$ cat src/rtl/fetch_stage.sv
// fetch_stage: instruction-fetch stage with the IF/ID pipeline register.
//   Keeps the fetch PC, issues one word read per cycle to a synchronous
//   instruction memory (1-cycle latency), absorbs decode stalls with a
//   one-entry skid buffer and takes branch/jump redirects from execute.
// Ports:
//   clk, rst             clock (rising edge), async active-high reset
//   stall_d, flush_d     hold / bubble requests from the hazard unit
//   pc_src_e, pc_target_e redirect from execute (highest priority)
//   imem_en, imem_addr   memory read request, address = fetch PC
//   imem_rdata           data for the request enabled last cycle
//   instr_d, opcode_d    IF/ID instruction and its 5-bit opcode field
//   pc_d, pc_plus_d      PC of instr_d and PC + PC_STEP (registered)
//   valid_d              IF/ID holds a real instruction
module fetch_stage #(
  parameter int                 PC_W         = 32,
  parameter int                 INSTR_W      = 32,
  parameter logic [PC_W-1:0]    PC_STEP      = PC_W'(4),
  parameter logic [PC_W-1:0]    PC_RESET     = '0,
  parameter logic [INSTR_W-1:0] BUBBLE_INSTR = '0
) (
  input  logic               clk,
  input  logic               rst,
  input  logic               stall_d,
  input  logic               flush_d,
  input  logic               pc_src_e,
  input  logic [PC_W-1:0]    pc_target_e,
  output logic               imem_en,
  output logic [PC_W-1:0]    imem_addr,
  input  logic [INSTR_W-1:0] imem_rdata,
  output logic [INSTR_W-1:0] instr_d,
  output logic [4:0]         opcode_d,
  output logic [PC_W-1:0]    pc_d,
  output logic [PC_W-1:0]    pc_plus_d,
  output logic               valid_d
);

  typedef enum logic [1:0] {BOOT, RUN, STALL} state_t;

  state_t              state_q, state_d;
  logic [PC_W-1:0]     pc_f_q, pc_f_d;
  logic [PC_W-1:0]     req_pc_q, req_pc_d;
  logic                req_valid_q, req_valid_d;
  logic [INSTR_W-1:0]  skid_instr_q, skid_instr_d;
  logic [PC_W-1:0]     skid_pc_q, skid_pc_d;
  logic                skid_valid_q, skid_valid_d;
  // Set on a redirect edge: the following BOOT cycle is a dead cycle so the
  // redirect penalty is a fixed two bubbles after the flushed slot.
  logic                redir_q, redir_d;
  logic [INSTR_W-1:0]  ifid_instr_q, ifid_instr_d;
  logic [PC_W-1:0]     ifid_pc_q, ifid_pc_d;
  logic [PC_W-1:0]     ifid_pcp_q, ifid_pcp_d;
  logic                ifid_vld_q, ifid_vld_d;

  // State register (FSM plus datapath registers)
  always_ff @(posedge clk or posedge rst) begin
    if (rst) begin
      state_q      <= BOOT;
      pc_f_q       <= PC_RESET;
      req_pc_q     <= '0;
      req_valid_q  <= 1'b0;
      skid_instr_q <= '0;
      skid_pc_q    <= '0;
      skid_valid_q <= 1'b0;
      redir_q      <= 1'b0;
      ifid_instr_q <= BUBBLE_INSTR;
      ifid_pc_q    <= '0;
      ifid_pcp_q   <= '0;
      ifid_vld_q   <= 1'b0;
    end else begin
      state_q      <= state_d;
      pc_f_q       <= pc_f_d;
      req_pc_q     <= req_pc_d;
      req_valid_q  <= req_valid_d;
      skid_instr_q <= skid_instr_d;
      skid_pc_q    <= skid_pc_d;
      skid_valid_q <= skid_valid_d;
      redir_q      <= redir_d;
      ifid_instr_q <= ifid_instr_d;
      ifid_pc_q    <= ifid_pc_d;
      ifid_pcp_q   <= ifid_pcp_d;
      ifid_vld_q   <= ifid_vld_d;
    end
  end

  // Next-state logic
  always_comb begin
    state_d      = state_q;
    pc_f_d       = pc_f_q;
    req_pc_d     = req_pc_q;
    req_valid_d  = req_valid_q;
    skid_instr_d = skid_instr_q;
    skid_pc_d    = skid_pc_q;
    skid_valid_d = skid_valid_q;
    redir_d      = redir_q;
    ifid_instr_d = ifid_instr_q;
    ifid_pc_d    = ifid_pc_q;
    ifid_pcp_d   = ifid_pcp_q;
    ifid_vld_d   = ifid_vld_q;

    if (pc_src_e) begin
      pc_f_d       = pc_target_e;
      req_valid_d  = 1'b0;
      skid_valid_d = 1'b0;
      redir_d      = 1'b1;
      ifid_vld_d   = 1'b0;
      ifid_instr_d = BUBBLE_INSTR;
      state_d      = BOOT;
    end else begin
      unique case (state_q)
        BOOT: begin
          if (redir_q) begin
            redir_d = 1'b0;
          end else if (!stall_d) begin
            req_pc_d    = pc_f_q;
            req_valid_d = 1'b1;
            pc_f_d      = pc_f_q + PC_STEP;
            state_d     = RUN;
          end
        end
        RUN, STALL: begin
          if (stall_d) begin
            // Park the in-flight read: memory data is only valid this cycle.
            if (req_valid_q && !skid_valid_q) begin
              skid_instr_d = imem_rdata;
              skid_pc_d    = req_pc_q;
              skid_valid_d = 1'b1;
              req_valid_d  = 1'b0;
            end
            state_d = STALL;
          end else begin
            // skid_valid_q is only ever set in STALL, so RUN takes the req path.
            if (skid_valid_q) begin
              ifid_instr_d = skid_instr_q;
              ifid_pc_d    = skid_pc_q;
              ifid_pcp_d   = skid_pc_q + PC_STEP;
              ifid_vld_d   = 1'b1;
            end else if (req_valid_q) begin
              ifid_instr_d = imem_rdata;
              ifid_pc_d    = req_pc_q;
              ifid_pcp_d   = req_pc_q + PC_STEP;
              ifid_vld_d   = 1'b1;
            end else begin
              ifid_instr_d = BUBBLE_INSTR;
              ifid_vld_d   = 1'b0;
            end
            skid_valid_d = 1'b0;
            req_pc_d     = pc_f_q;
            req_valid_d  = 1'b1;
            pc_f_d       = pc_f_q + PC_STEP;
            state_d      = RUN;
          end
        end
        default: state_d = BOOT;
      endcase
      // Flush only squashes IF/ID; fetch state advances as if unflushed.
      if (flush_d) begin
        ifid_instr_d = BUBBLE_INSTR;
        ifid_vld_d   = 1'b0;
        ifid_pc_d    = ifid_pc_q;
        ifid_pcp_d   = ifid_pcp_q;
      end
    end
  end

  // Output logic
  always_comb begin
    imem_en = !rst && !pc_src_e && !stall_d && !((state_q == BOOT) && redir_q);
  end

  assign imem_addr = pc_f_q;
  assign instr_d   = ifid_instr_q;
  assign opcode_d  = ifid_instr_q[INSTR_W-1 -: 5];
  assign pc_d      = ifid_pc_q;
  assign pc_plus_d = ifid_pcp_q;
  assign valid_d   = ifid_vld_q;

endmodule

$ cat config.mk
export PLATFORM = sky130hd
export DESIGN_NAME = fetch_stage
export DESIGN_NICKNAME = d
export VERILOG_FILES = /design/src/rtl/fetch_stage.sv
export SDC_FILE = /design/constraint.sdc
export NUM_CORES = 1
export LEC_CHECK = 0
export ABC_AREA = 1
export CORE_ASPECT_RATIO = 0.75
export CORE_MARGIN = 10
export CORE_UTILIZATION = 40
export DETAILED_ROUTE_END_ITERATION = 8
export SLEW_MARGIN = 20
export SYNTH_ARGS = -nofsm -noshare
export SYNTH_HDL_FRONTEND = slang
export SYNTH_SLANG_ARGS = --single-unit
$ cat constraint.sdc
create_clock -name clk -period 9.4 [get_ports clk]
set_input_delay 1.41 -clock clk [delete_from_list [all_inputs] [get_ports clk]]
set_output_delay 1.41 -clock clk [all_outputs]
set_load 0.03 [all_outputs]
; ---- Word-level counts from Yosys, hierarchy flattened
; Cells that the tools add are included.
[word_totals]
in_bits = 69
ff_bits = 230
wordCells = 92
[classes]
n_mux = 40
eq_ne = 8
n_reduce_logical = 26
n_addsub = 3
bitwise_logic = 3
[op_table]
columns = op, count
row1 = 2-to-1 mux 32 bit, 15
row2 = one-hot mux 32 bit (2 select lines), 2
row3 = adder 32 x 3 -> 32 bit (second input constant), 3
row4 = 2-to-1 mux 1 bit, 17
row5 = 2-to-1 mux 2 bit, 4
row6 = AND reduction 2 bit, 4
row7 = AND reduction 4 bit, 2
row8 = nonzero test 2 bit, 4
row9 = inequality test 3 x 1 -> 1 bit (second input constant), 2
row10 = inequality test 3 bit (second input constant), 2
row11 = nonzero test 3 bit, 2
row12 = logical AND 1 bit, 5
row13 = zero test 1 bit, 5
row14 = AND reduction 5 bit, 1
row15 = inequality test 4 bit (second input constant), 1
row16 = one-hot mux 2 bit (2 select lines), 1
row17 = inverter 1 bit, 3
row18 = AND reduction 3 bit, 1
row19 = equality test 2 x 1 -> 1 bit (second input constant), 1
row20 = equality test 2 bit (second input constant), 1
row21 = zero test 2 bit, 1
row22 = inequality test 2 bit (second input constant), 1
row23 = one-hot mux 1 bit (2 select lines), 1
row24 = OR reduction 2 bit, 1

; ---- Depth between registers and ports, before layout
[logic_depth]
word_depth = 6
depth_mapped = 13
depth_no_buf = 13

; ---- Least setup slack after synthesis
; OpenSTA, ideal clock, no wires.
[synth_timing]
path_kind = input to output
from = in pc_src_e
to = out imem_en
path_stages = 4
slack_ns = 5.852
t_required_ns = 7.990
arrival_ns = 2.138
n_path_buf = 1
cell_sequence = buf_4 nor2_1 nand2_1 nor2_1
[synth_via]
elab_chain_len = 4
[synth_rtl]
columns = element, line
row1 = start: declaration, 25  ; input logic pc_src_e,
row2 = zero test 1 bit, 167  ; imem_en = !rst && !pc_src_e && !stall_d && !((state_q == BOOT) && redir_q);
row3 = logical AND 1 bit (3 in a row), 167
row4 = end: declaration, 27  ; output logic imem_en,
; Every way passes these cells.

; ---- Worst setup path in the final report
[layout_timing]
from = in flush_d
to = reg ifid_pcp_q[20] (netlist: pc_plus_d[20])
[layout_via]
elab_chain_len = 2
[layout_rtl]
columns = element, line
row1 = start: declaration, 24  ; input logic flush_d,
row2 = inverter 1 bit (no source line), --
row3 = AND reduction 5 bit (no source line), --
row4 = end signal: assignment, 80  ; ifid_pcp_q <= ifid_pcp_d;
row5 = end: declaration, 51  ; logic [PC_W-1:0] ifid_pcp_q, ifid_pcp_d;
; Every way passes these cells.
; A chain may end at the register's enable or synchronous reset.

==> summary.md <==
| Metric | Value |
|---|---|
| Max-slew headroom | `a little under two fifths` |
| Post-Syn Instances | `roughly 1,300` |
| HPWL after DPL | `23,600 um` |
| Starting Density | `40.4%` |
| Setup_tns | `0 ps` |
| Core area | `between 20,000 and 30,000 sq um` |
| CP required | `slightly below 10,000 ps` |
| Area growth syn-to-layout | `26.4%` |
| R2R Path Start | `state_q[1]` |
| Final worst slack | `around 4700 ps` |
| Resize count post-CTS | `0` |
| Hold Path Origin | `pc_d[4]` |
| Mux cell area share after synthesis | `5.81%` |
| Hold endpoint | `pc_d[4]` |
| Total congestion overflow | `0` |
| Outcome | `finished, final reports clean` |
| Final Max Slew Viols | `0` |
| Inserted Clock Buffers | `24` |
| Crit-path cells | `clkdlybuf4s50_1 > nor2_4 > nand3_2 > nor2_4 > inv_2 > buf_4 > nor2_1 > nand4_1 > nand3_1` |
| Pwr Density | `306 nW/um^2` |
| Final net count | `1,576` |
| Die ar. | `between 30,000 and 40,000 sq um` |
| Final period utilization | `50.0%` |
| Least-Margin Pin Slew | `934 ps` |
| Root buffer cell | `clkbuf_16` |
| Largest net degree at the start of global routing | `122` |
| Hold-fix buffers at CTS | `0` |
| Mean Syn Cell Area | `8.43 sq um` |
| Number of vias per cell | `5.08` |
| Layout cells sized above 1 | `approximately 11%` |
| CP Capture Type | `flop` |
| Setup CP Type | `primary input to flop` |
| Final GP Congestion | `slightly below 0.9` |
| Synth Area in Simple Gates | `~25%` |
| LEAKAGE | `6.57 nW` |
| Unique masters post-synth | `37` |
| Worst stage delay on the critical path | `900 ps` |
| Top-level port count | `204` |
| First-pass GRT wire length | `just over 50,000 um` |
| GRT Util Overall | `18.3%` |
| Slowest stage cell, crit path | `nor2_4` |
| Combinational family with the most area after synthesis | `simple AND/OR/NAND/NOR gates` |
| Number of remaining DRC errors | `0` |
| Hold Vio Cnt, Final | `0` |
| Site row count | `53` |
| Worst setup SP type | `primary input` |
| RSZ-0062 raised after global routing | `no` |
| Die W | `214 um` |
| Hold Path Stages | `2` |
| Antenna viol nets, final | `0` |
| Sequential area share after synthesis | `50.7%` |
| Routed len/inst | `17.3 um` |
| Post-synthesis compound-gate area fraction | `about a tenth` |
| Worst Clk Skew | `10.2 ps` |
| Clk_lat worst skew | `approximately 510 ps` |
| Crit path launch | `flush_d` |
| Flops & latches, synth | `228` |
| FF-to-FF path depth | `9` |
| Drt pass-1 iters | `5` |
| Via count | `9,549` |
| Clock transition at path regs | `approximately 60 ps` |
| Peak VDD IR | `160 uV` |
| Setup-failing EPs final | `0` |
| Minimum clock period | `4700 ps` |
| Max Fclk | `0.213 GHz` |
| Die height | `between 150 and 200 um` |
| CP max FO | `92` |
| Xor/xnor cell area share of the yosys netlist | `0.156%` |
| Yosys warns | `0` |
| Tot Pwr | `4.35 mW` |
| Initial DRC Count | `840` |
| # Post-CTS Setup Buffers | `0` |
| CTS tree | `done` |
| Clock Path Buffers | `3` |
| Critical path's most frequent cell | `nor2_4` |
| Initial antenna violation count | `0` |
| Antenna cells | `0` |
| Mapped Nets | `1,408` |
| H-Tree Depth | `1` |
| R2R Path End | `pc_plus_d[20]` |
| Worst min-delay path class | `flop to flop` |
| Post-synthesis cell area | `11,200 sq um` |
| Worst Path Arrival | `5150 ps` |
| Port buffer count | `203` |
| Post-Synth Adder-Cell Area | `0.445%` |
| Number of global-route vias before repair | `9,223` |
| Max-cap violations | `0` |
| WL final | `between 30,000 and 40,000 um` |
| R2r setup slk | `6130 ps` |
| DP Worst Slack | `between 3000 and 4000 ps` |
| TritonCTS sink count | `228` |
per-layer routing:
| metal | routed length (um) | track usage [%] | vias up |
|---|---|---|---|
| met2 | 13000 | 25.2 | 282 |
| met5 | 0 | 0 | - |
| li1 | - | - | 4706 |
| met3 | 2660 | 3.90 | 33 |
| met1 | 16500 | 28.7 | 4528 |
| met4 | 368 | 2.80 | 0 |
cells by family (layout without fill, tap and decap cells):
| family | count (synthesis) | count (layout) |
|---|---|---|
| multiplexers | 58 | 58 |
| AO/OA/AOI/OAI | 216 | 216 |
| buffers and inverters | 180 | 366 |
| adder cells (fa/ha/maj) | 4 | 4 |
| XOR/XNOR | 2 | 2 |
| AND/OR/NAND/NOR | 647 | 647 |
| flip-flops | 228 | 228 |
how the worst max path moves through the flow:
stage                                to  slack [ps]  cells after the start
after floorplan            imem_addr[0]        1740                      1
after global placement     pc_plus_d[2]        3420                      9
after detailed placement  pc_plus_d[20]        3350                      9
after CTS                 pc_plus_d[20]        3900                      9
after global routing      pc_plus_d[23]        4390                      9
final                     pc_plus_d[20]        4700                      9
through the flow:
stage	hold WS (ps)	area [sq um]	cells	util [%]
after global routing	497	14200	1878	51.0
after floorplan	434	11200	1335	-
after global placement	447	13400	1834	48.3
after detailed placement	460	13400	1834	48.3
final	470	14200	1878	51.0
after CTS	475	14200	1878	51.0
final cells by class:
class	instances	area, sq um
timing repair buffer	210	2080
clock inverter	13	98.8
clock buffer	31	668
inverter	112	428
multi-input combinational	927	4780
fill	2631	13600
tap	357	447
sequential	228	5710
placed cells by master (no fill, tap or decap), drive strengths merged, types with 5 or more instances in the layout:
| cell type | count |
|---|---|
| nand2 | 403 |
| nor2 | 117 |
| nand3 | 107 |
| inv | 113 |
| a21oi | 22 |
| mux2 | 58 |
| clkbuf | 31 |
| nand4 | 11 |
| dfrtp | 228 |
| buf | 8 |
| clkdlybuf4s50 | 202 |
| o21ai | 145 |
| nor3 | 5 |
| clkinv | 9 |
| a22oi | 36 |
state kept, by name (all words and copies together) (netlist names):
register	cells
valid_d	1
instr_d	32
imem_addr	32
skid_pc_q	32
pc_d	32
pc_plus_d	30
state_q	2
skid_valid_q	1
req_valid_q	1
req_pc_q	32
redir_q	1
skid_instr_q	32
cell usage after synthesis:
cell type	number	share of area (%)
inv_1	106	3.5
nand2_1	376	13
a22oi_1	36	2.4
nor2_2	8	0.44
a32oi_1	1	0.078
buf_2	19	0.85
a21oi_1	22	0.98
o311ai_0	1	0.078
or2_2	1	0.056
nand3_2	1	0.089
o21a_1	1	0.067
inv_2	6	0.20
o21ai_0	130	5.8
dfrtp_1	228	51
clkbuf_1	30	1.0
nor2_1	95	3.2
nor3_1	4	0.18
mux2_2	58	5.8
o31ai_1	1	0.067
nand3_1	106	4.7
o22ai_1	4	0.22
o211ai_1	3	0.20
buf_6	3	0.30
buf_1	5	0.17
a31oi_1	1	0.056
ha_1	4	0.44
nand2_4	6	0.60
xor2_1	2	0.16
and2_1	3	0.17
o2111ai_1	1	0.078
nor3_4	1	0.14
buf_12	1	0.18
o21ai_1	15	0.67
buf_4	10	0.67
nand4_1	11	0.61
nand2_2	21	1.2
nor2_4	14	1.4
critical path, delay by kind of cell:
family / cells / cell delay, ps
buffers and inverters: 3 / 910
AND/OR/NAND/NOR: 6 / 2780
power by group:
| group | total [mW] | switching, mW | internal [mW] |
|---|---|---|---|
| registers | 1.65 | 0.310 | 1.34 |
| logic | 1.77 | 1.12 | 0.651 |
| clock network | 0.928 | 0.397 | 0.531 |
Power figures use the tool's default switching activity.
